$ cat src/rtl/ram_sp_rwmode_if.sv
// Bus bundle for the single-port RAM: access request from the master, read result back from the RAM.
interface ram_sp_rwmode_if #(
  parameter int addressWidth = 5,
  parameter int dataWidth    = 32,
  parameter int byteWidth    = 8
);
  localparam int NB = dataWidth / byteWidth;

  logic                    en;
  logic [NB-1:0]           we;
  logic [addressWidth-1:0] address;
  logic [dataWidth-1:0]    din;
  logic [dataWidth-1:0]    dout;
  logic                    dout_valid;

  modport master (output en, we, address, din, input dout, dout_valid);
  modport slave  (input en, we, address, din, output dout, dout_valid);
endinterface

$ cat src/rtl/ram_sp_rwmode.sv
// Single-port synchronous RAM with byte-lane write enables, elaboration-selectable
// read-during-write behaviour and an optional output register.
module ram_sp_rwmode #(
  parameter int addressWidth = 5,
  parameter int dataWidth    = 32,
  parameter int byteWidth    = 8,
  parameter int rwMode       = 0,
  parameter int outReg       = 0
) (
  input  logic              clk,
  input  logic              rst_n,
  ram_sp_rwmode_if.slave    bus
);
  localparam int NB    = dataWidth / byteWidth;
  localparam int DEPTH = 2 ** addressWidth;

  if (dataWidth % byteWidth != 0) begin : g_bad_width
    $error("ram_sp_rwmode: dataWidth must be a multiple of byteWidth");
  end
  if (rwMode < 0 || rwMode > 2) begin : g_bad_mode
    $error("ram_sp_rwmode: rwMode must be 0, 1 or 2");
  end
  if (outReg < 0 || outReg > 1) begin : g_bad_outreg
    $error("ram_sp_rwmode: outReg must be 0 or 1");
  end

  logic [dataWidth-1:0] mem [DEPTH];
  logic [dataWidth-1:0] rd_word;
  logic [dataWidth-1:0] merged;
  logic [dataWidth-1:0] s1_data;
  logic                 s1_valid;

  // merged is the word as it will look after this cycle's write
  always_comb begin
    rd_word = mem[bus.address];
    merged  = rd_word;
    for (int i = 0; i < NB; i++) begin
      if (bus.we[i]) merged[i*byteWidth +: byteWidth] = bus.din[i*byteWidth +: byteWidth];
    end
  end

  always_ff @(posedge clk) begin
    if (rst_n && bus.en) begin
      for (int i = 0; i < NB; i++) begin
        if (bus.we[i]) mem[bus.address][i*byteWidth +: byteWidth] <= bus.din[i*byteWidth +: byteWidth];
      end
    end
  end

  always_ff @(posedge clk) begin
    if (!rst_n) begin
      s1_data  <= '0;
      s1_valid <= 1'b0;
    end else if (!bus.en) begin
      s1_valid <= 1'b0;
    end else if (bus.we == '0) begin
      s1_data  <= rd_word;
      s1_valid <= 1'b1;
    end else if (rwMode == 0) begin
      s1_data  <= merged;
      s1_valid <= 1'b1;
    end else if (rwMode == 1) begin
      s1_data  <= rd_word;
      s1_valid <= 1'b1;
    end else begin
      s1_valid <= 1'b0;
    end
  end

  if (outReg == 1) begin : g_out_reg
    logic [dataWidth-1:0] s2_data;
    logic                 s2_valid;

    always_ff @(posedge clk) begin
      if (!rst_n) begin
        s2_data  <= '0;
        s2_valid <= 1'b0;
      end else begin
        s2_data  <= s1_data;
        s2_valid <= s1_valid;
      end
    end

    assign bus.dout       = s2_data;
    assign bus.dout_valid = s2_valid;
  end else begin : g_out_direct
    assign bus.dout       = s1_data;
    assign bus.dout_valid = s1_valid;
  end
endmodule

$ cat src/flat_wrapper.sv
// flat-port wrapper written by rule: the top's interface ports become plain ports
module ram_sp_rwmode_flat 
#(
  parameter int addressWidth = 5,
  parameter int dataWidth    = 32,
  parameter int byteWidth    = 8,
  parameter int rwMode       = 0,
  parameter int outReg       = 0
)
  (clk, rst_n, bus_en, bus_we, bus_address, bus_din, bus_dout, bus_dout_valid);
  ram_sp_rwmode_if #(.addressWidth(addressWidth), .dataWidth(dataWidth), .byteWidth(byteWidth)) bus_i ();
  input  logic clk;
  input  logic rst_n;
  input wire logic [$bits(bus_i.en)-1:0] bus_en;
  input wire logic [$bits(bus_i.we)-1:0] bus_we;
  input wire logic [$bits(bus_i.address)-1:0] bus_address;
  input wire logic [$bits(bus_i.din)-1:0] bus_din;
  output wire logic [$bits(bus_i.dout)-1:0] bus_dout;
  output wire logic [$bits(bus_i.dout_valid)-1:0] bus_dout_valid;
  assign bus_i.en = bus_en;
  assign bus_i.we = bus_we;
  assign bus_i.address = bus_address;
  assign bus_i.din = bus_din;
  assign bus_dout = bus_i.dout;
  assign bus_dout_valid = bus_i.dout_valid;
  ram_sp_rwmode #(.addressWidth(addressWidth), .dataWidth(dataWidth), .byteWidth(byteWidth), .rwMode(rwMode), .outReg(outReg)) u_core (.clk(clk), .rst_n(rst_n), .bus(bus_i));
endmodule
$ cat config.mk
export PLATFORM = sky130hd
export DESIGN_NAME = ram_sp_rwmode_flat
export DESIGN_NICKNAME = d
export VERILOG_FILES = /design/src/rtl/ram_sp_rwmode_if.sv /design/src/rtl/ram_sp_rwmode.sv /design/src/flat_wrapper.sv
export SDC_FILE = /design/constraint.sdc
export NUM_CORES = 1
export LEC_CHECK = 0
export CORE_UTILIZATION = 60
export CTS_CLUSTER_DIAMETER = 60
export DETAILED_ROUTE_END_ITERATION = 8
export GPL_TIMING_DRIVEN = 0
export PLACE_DENSITY_LB_ADDON = 0.12
export SLEW_MARGIN = 20
export SYNTH_ARGS = -nofsm -noshare
export SYNTH_HDL_FRONTEND = slang
export SYNTH_SLANG_ARGS = --single-unit
$ cat constraint.sdc
create_clock -name clk -period 6.6 [get_ports clk]
set_clock_uncertainty 0.1 [all_clocks]
set_input_delay 0.66 -clock clk [delete_from_list [all_inputs] [get_ports clk]]
set_output_delay 0.66 -clock clk [all_outputs]
set_load 0.05 [all_outputs]
==> metrics, run 1 <==
die area=0.0697 mm2; largest cells by area after synthesis=edfxtp_1 (75%), mux4_2 (9.3%), mux2i_1 (3.5%), dfxtp_1 (1.6%), nor2_1 (1.3%); post-synth top area cell=edfxtp_1; Root Buffer=clkbuf_16; Netlist Area Pre-Place=0.0412 mm2; Total Wirelength=131000 um; sequential share of the synthesized area=76.3%; via/cell ratio=7.38; crit-path max FO=10; P per Cell Area=307 mW/mm2; syn_nets=2146; Final Setup Violations=0; crit path launch=bus_address[4]; fmax=0.203 GHz; Worst Path Required=6.79 ns; hold slack=0.356 ns; post-CTS resize count=0; clk sink count=1057; Leak=14.9 nW; Worst setup EP type=flip-flop; Warnings, synthesis=0; initial antenna violation count=2; Max H-tree Level=3; CP arrival=5.12 ns; worst reg2reg startpoint=u_core.mem[27][24]$_DFFE_PP_; first-pass GRT wire length=178000 um; global-route usage over all layers=38.1%; Layout Area Growth over Synthesis=12.3%; Worst Hold Class=in -> reg; ys async rst share=0%; mux contribution to synthesized area=13.6%; chip height=264 um; Post-Synth Adder-Cell Area=0%; Yosys top cell area share=74.7%; RSZ-0062 raised after global routing=false; RePlAce Congestion=1.01; Hold Violations, Final=0; outcome=completed; via count=23914; I/O pins=77; hpwl dp=83000 um; WL/cell=40.5 um; Detail Route Antenna Nets=0; top_reg_cell synth=edfxtp_1; simple-gate share of the synthesized area=3.87%; Initial Utilization=61.0%; #FFs+latches synth=1057; maximum VDD drop=347 uV; count of cell types in the netlist=68; Post-CTS Setup Inserts=0; xor and xnor area share after synthesis=0%; commonest cells after routing, fill and taps aside=edfxtp_1 (1024), mux4_2 (170), mux2i_1 (144); CTS buffer count=104; Slew headroom=14.1%; share of cells above drive strength 1=19.4%; DRT Pass-1 Iters=8; worst-skew pair later-pin latency=0.69 ns; min Tclk post-route=4.93 ns; Mapped Cells=2102; dpl cells=3047; TNS Setup=0 ns; detailed-route DRC error count=0; Die W=264 um; Hold Crit Start=bus_we[1]; worst slew pin tran=1.29 ns; global route overflow=0; Slew Limit Fails=0; CTS Hold Bufs=0; Synth Area in Compound Gates=4.32%; startpoint types=input port; largest family of logic cells by synthesized area=multiplexers; worst setup path class=in -> reg; Port Buffer Count=72; non-filler cells, final=3242; Multi-input gate area=0.00900 mm2; Final Cycle Share=74.7%; commonest non-fill, non-tap cell in the layout=edfxtp_1; core box area=0.0675 mm2; largest net degree at the start of global routing=35; Initial DRC Count=4232; clk slew on worst S/H paths=0.06 ns; Post-synth EDFFs=1024; # rows=95; layout net count=2324; Post-Syn Area per Cell=19.6 um2; fill count=4332; Reg area=0.0314 mm2; TritonCTS clock tree=built; vias in the first global route=22817; max cap viols=0; Bufs on Longest Clock Path=3
power by group:
group	internal, mW	switching (mW)
clock	3.36	2.50
combinational	0.259	0.644
sequential	7.40	0.0222
total	11.0	3.16
routing by layer:
layer	track usage (%)	up-vias	wire length, um
met3	13.9	453	19700
met5	1.66	-	249
li1	-	9024	-
met2	54.6	2194	56800
met4	21.6	11	8990
met1	50.7	12232	45300
sequential cells by signal (all words and copies together) (netlist names):
signal,count
u_core.bus.dout_valid,1
u_core.mem,1024
u_core.bus.dout,32
per-stage QoR:
step	utilization (%)	setup slack, ns	instance area, um2	total power, mW
6_report	68.5	1.67	46200	14.2
2_1_floorplan	-	3.71	41200	7.98
4_1_cts	68.6	1.94	46300	14.1
3_5_place_dp	63.7	1.25	43000	8.43
5_1_grt	68.5	1.79	46200	14.4
3_3_place_gp	63.7	1.28	43000	8.42
final cells by class:
class,instances,share of cell area [%]
Buffer,127,1.68
Antenna cell,2,0.0108
Timing Repair Buffer,72,1.24
Sequential cell,1057,67.9
Tap cell,873,2.36
Inverter,7,0.0568
Clock inverter,64,1.25
Multi-Input combinational cell,911,19.5
Clock buffer,129,5.99
cell usage after synthesis (3+ instances only):
| master | n |
|---|---|
| a2111oi_0 | 3 |
| a211oi_1 | 6 |
| a21o_1 | 5 |
| a21oi_1 | 25 |
| a221oi_1 | 13 |
| a22o_1 | 16 |
| a22oi_1 | 67 |
| a31oi_1 | 6 |
| a32o_1 | 20 |
| and2_1 | 6 |
| and3_1 | 11 |
| and3b_1 | 3 |
| buf_1 | 7 |
| buf_2 | 38 |
| buf_4 | 23 |
| buf_6 | 10 |
| buf_8 | 3 |
| clkbuf_1 | 42 |
| dfxtp_1 | 33 |
| edfxtp_1 | 1024 |
| inv_1 | 6 |
| mux2_1 | 6 |
| mux2_2 | 5 |
| mux2i_1 | 144 |
| mux4_1 | 8 |
| mux4_2 | 170 |
| nand2_1 | 60 |
| nand2b_1 | 16 |
| nand3_1 | 39 |
| nand4_1 | 8 |
| nand4b_1 | 3 |
| nor2_1 | 142 |
| nor2b_1 | 14 |
| nor3_1 | 10 |
| nor4_1 | 8 |
| o2111ai_1 | 4 |
| o21a_1 | 7 |
| o21ai_0 | 18 |
| o21ai_1 | 16 |
| o221ai_1 | 5 |
| o22ai_1 | 15 |
| o32ai_1 | 3 |
final timing paths:
path,to,cells after the start,slack (ns)
setup reg to reg,u_core.bus.dout[24]$_SDFFE_PN0P_,5,4.26
hold / removal,u_core.bus.dout[14]$_SDFFE_PN0P_,3,0.36
setup / recovery,u_core.mem[23][14]$_DFFE_PP_,8,1.67
hold reg to reg,u_core.bus.dout[26]$_SDFFE_PN0P_,1,0.38
worst max-delay path, stage by stage:
cell	delay [ns]
clkdlybuf4s50_1	0.64
buf_2	0.25
buf_2	0.49
buf_2	0.56
buf_2	0.57
nand2_1	0.48
clkbuf_1	0.54
nor2_1	0.91
logic make-up (layout without fill, tap and decap cells):
| family | Yosys count | count (layout) |
|---|---|---|
| AOI/OAI and AO/OA | 242 | 242 |
| buffers and inverters | 134 | 399 |
| DFF | 1057 | 1057 |
| muxes | 333 | 333 |
| other | 0 | 2 |
| and+or+nand+nor | 336 | 336 |
(Power assumes the default switching activity.)
==> run 2: changes to the inputs <==
--- a/config.mk
+++ b/config.mk
@@ -5,7 +5,7 @@
 export SDC_FILE = /design/constraint.sdc
 export NUM_CORES = 1
 export LEC_CHECK = 0
-export CORE_UTILIZATION = 60
+export CORE_UTILIZATION = 56
 export CTS_CLUSTER_DIAMETER = 60
 export DETAILED_ROUTE_END_ITERATION = 8
 export GPL_TIMING_DRIVEN = 0
==> constraint.sdc (replaced) <==
create_clock -name clk -period 4.3 [get_ports clk]
set_clock_uncertainty 0.1 [all_clocks]
set_input_delay 0.43 -clock clk [delete_from_list [all_inputs] [get_ports clk]]
set_output_delay 0.43 -clock clk [all_outputs]
set_load 0.05 [all_outputs]
==> metrics, run 2 (synthesis gave the netlist of run 1 again) <==
startpoint types=input port; commonest non-fill, non-tap cell in the layout=edfxtp_1; Top reg by flops=u_core.mem; failing checks=setup timing; Final Setup Violations=701; initial antenna violation count=1; Bufs on Longest Clock Path=3; RePlAce Congestion=0.984; P per Cell Area=475 mW/mm2; detailed-route DRC error count=0; vias in the first global route=22460; pre-CTS WS=-0.985 ns; maximum VDD drop=369 uV; Multi-input gate area=0.00911 mm2; Initial Utilization=56.5%; min Tclk post-route=4.65 ns; worst setup path class=in -> reg; Final Cycle Share=108%; commonest cells after routing, fill and taps aside=edfxtp_1 (1024), mux4_2 (170), mux2i_1 (144); final worst slack=-0.353 ns; clk slew on worst S/H paths=0.06 ns; non-filler cells, final=3319; Layout Area Growth over Synthesis=13.2%; hpwl dp=84800 um; max FFs per register=1024; Slew Limit Fails=0; hold slack=0.122 ns; core box area=0.0728 mm2; largest net degree at the start of global routing=35; TritonCTS clock tree=built; Port Buffer Count=72; WL/cell=40.0 um; Die W=273 um; TNS Setup=-74.56 ns; clk sink count=1057; # rows=99; fill count=5018; Reg area=0.0314 mm2; Worst setup EP type=flip-flop; layout net count=2324; max cap viols=0; RSZ-0062 raised after global routing=true; outcome=complete, but fails checks; I/O pins=77; Worst Hold Class=in -> reg; global-route usage over all layers=36.0%; Slew headroom=16.9%; crit-path max FO=10; Max H-tree Level=3; via/cell ratio=7.10; CP arrival=4.83 ns; share of cells above drive strength 1=21.8%; Worst Path Required=4.48 ns; Hold Violations, Final=0; Total Wirelength=133000 um; die area=0.0746 mm2; DRT Pass-1 Iters=9; Post-CTS Setup Inserts=0; dpl cells=3134; flop2flop setup slack=1.91 ns; global route overflow=0; chip height=273 um; Leak=14.9 nW; worst slew pin tran=1.25 ns; worst-skew pair later-pin latency=0.66 ns; Detail Route Antenna Nets=0; fmax=0.215 GHz; first-pass GRT wire length=179000 um; Initial DRC Count=3925; Root Buffer=clkbuf_16; via count=23565; CTS buffer count=103; Core Util, Final=64.0%
-- run 2: cell types whose count changed in the layout (fill, tap and decap cells not counted), sizes merged --
cell	delta
clkdlybuf4s15	+1
buf	+1
clkbuf	+6
bufinv	+5
diode	-1
clkinvlp	-1
clkinv	-16
clkdlybuf4s50	-1
inv	-3
-- run 2: through the flow --
stage | instance area (um2) | power, mW
6_report | 46600 | 22.1
3_3_place_gp | 43100 | 12.9
3_5_place_dp | 43100 | 13.0
2_1_floorplan | 41200 | 12.3
4_1_cts | 46600 | 22.1
5_1_grt | 46600 | 22.5
-- run 2: worst max-delay path, stage by stage --
cell and delay (ns):
clkdlybuf4s50_1 0.87, and2_1 0.21, clkbuf_1 0.61, buf_4 0.39
clkbuf_1 0.78, nand3_1 0.58, nor2_1 0.93
-- run 2: where the power goes --
group	internal [mW]	switching (mW)	total, mW
clock	5.53	3.80	9.33
combinational	0.398	0.995	1.39
sequential	11.4	0.0350	11.4
-- run 2: metal layers --
layer  track usage, %  part of all wire, %  up-vias
met3             11.2                   13      447
li1                 -                    -     9012
met5            0.770                0.053        -
met2             53.7                   45     1945
met1             47.6                   35    12159
met4             19.4                  6.3        2
-- run 2: repair_timing --
action	4_1_cts	5_1_grt
hold endpoints to repair	0	0
setup endpoints to repair	176	295
hold buffers	0	0
gates resized for setup	18	35
-- run 2: path summary, 6_finish.rpt --
check,depth (start not counted),endpoint,start
max,7,u_core.mem[7][2]$_DFFE_PP_,rst_n
min,3,u_core.bus.dout[8]$_SDFFE_PN0P_,bus_we[1]
max reg2reg,5,u_core.bus.dout[26]$_SDFFE_PN0P_,u_core.mem[21][26]$_DFFE_PP_
min reg2reg,1,u_core.bus.dout[14]$_SDFFE_PN0P_,u_core.bus.dout[14]$_SDFFE_PN0P_
-- run 2: layout make-up --
type | count | area share (%)
flip-flops and latches | 1057 | 67.4
multi-input cells | 911 | 19.6
clock buffers | 135 | 6.12
well taps | 959 | 2.58
plain buffers | 127 | 1.68
clock inverters | 49 | 1.33
repair buffers | 73 | 1.26
inverters | 7 | 0.0564
diodes | 1 | 0.00537
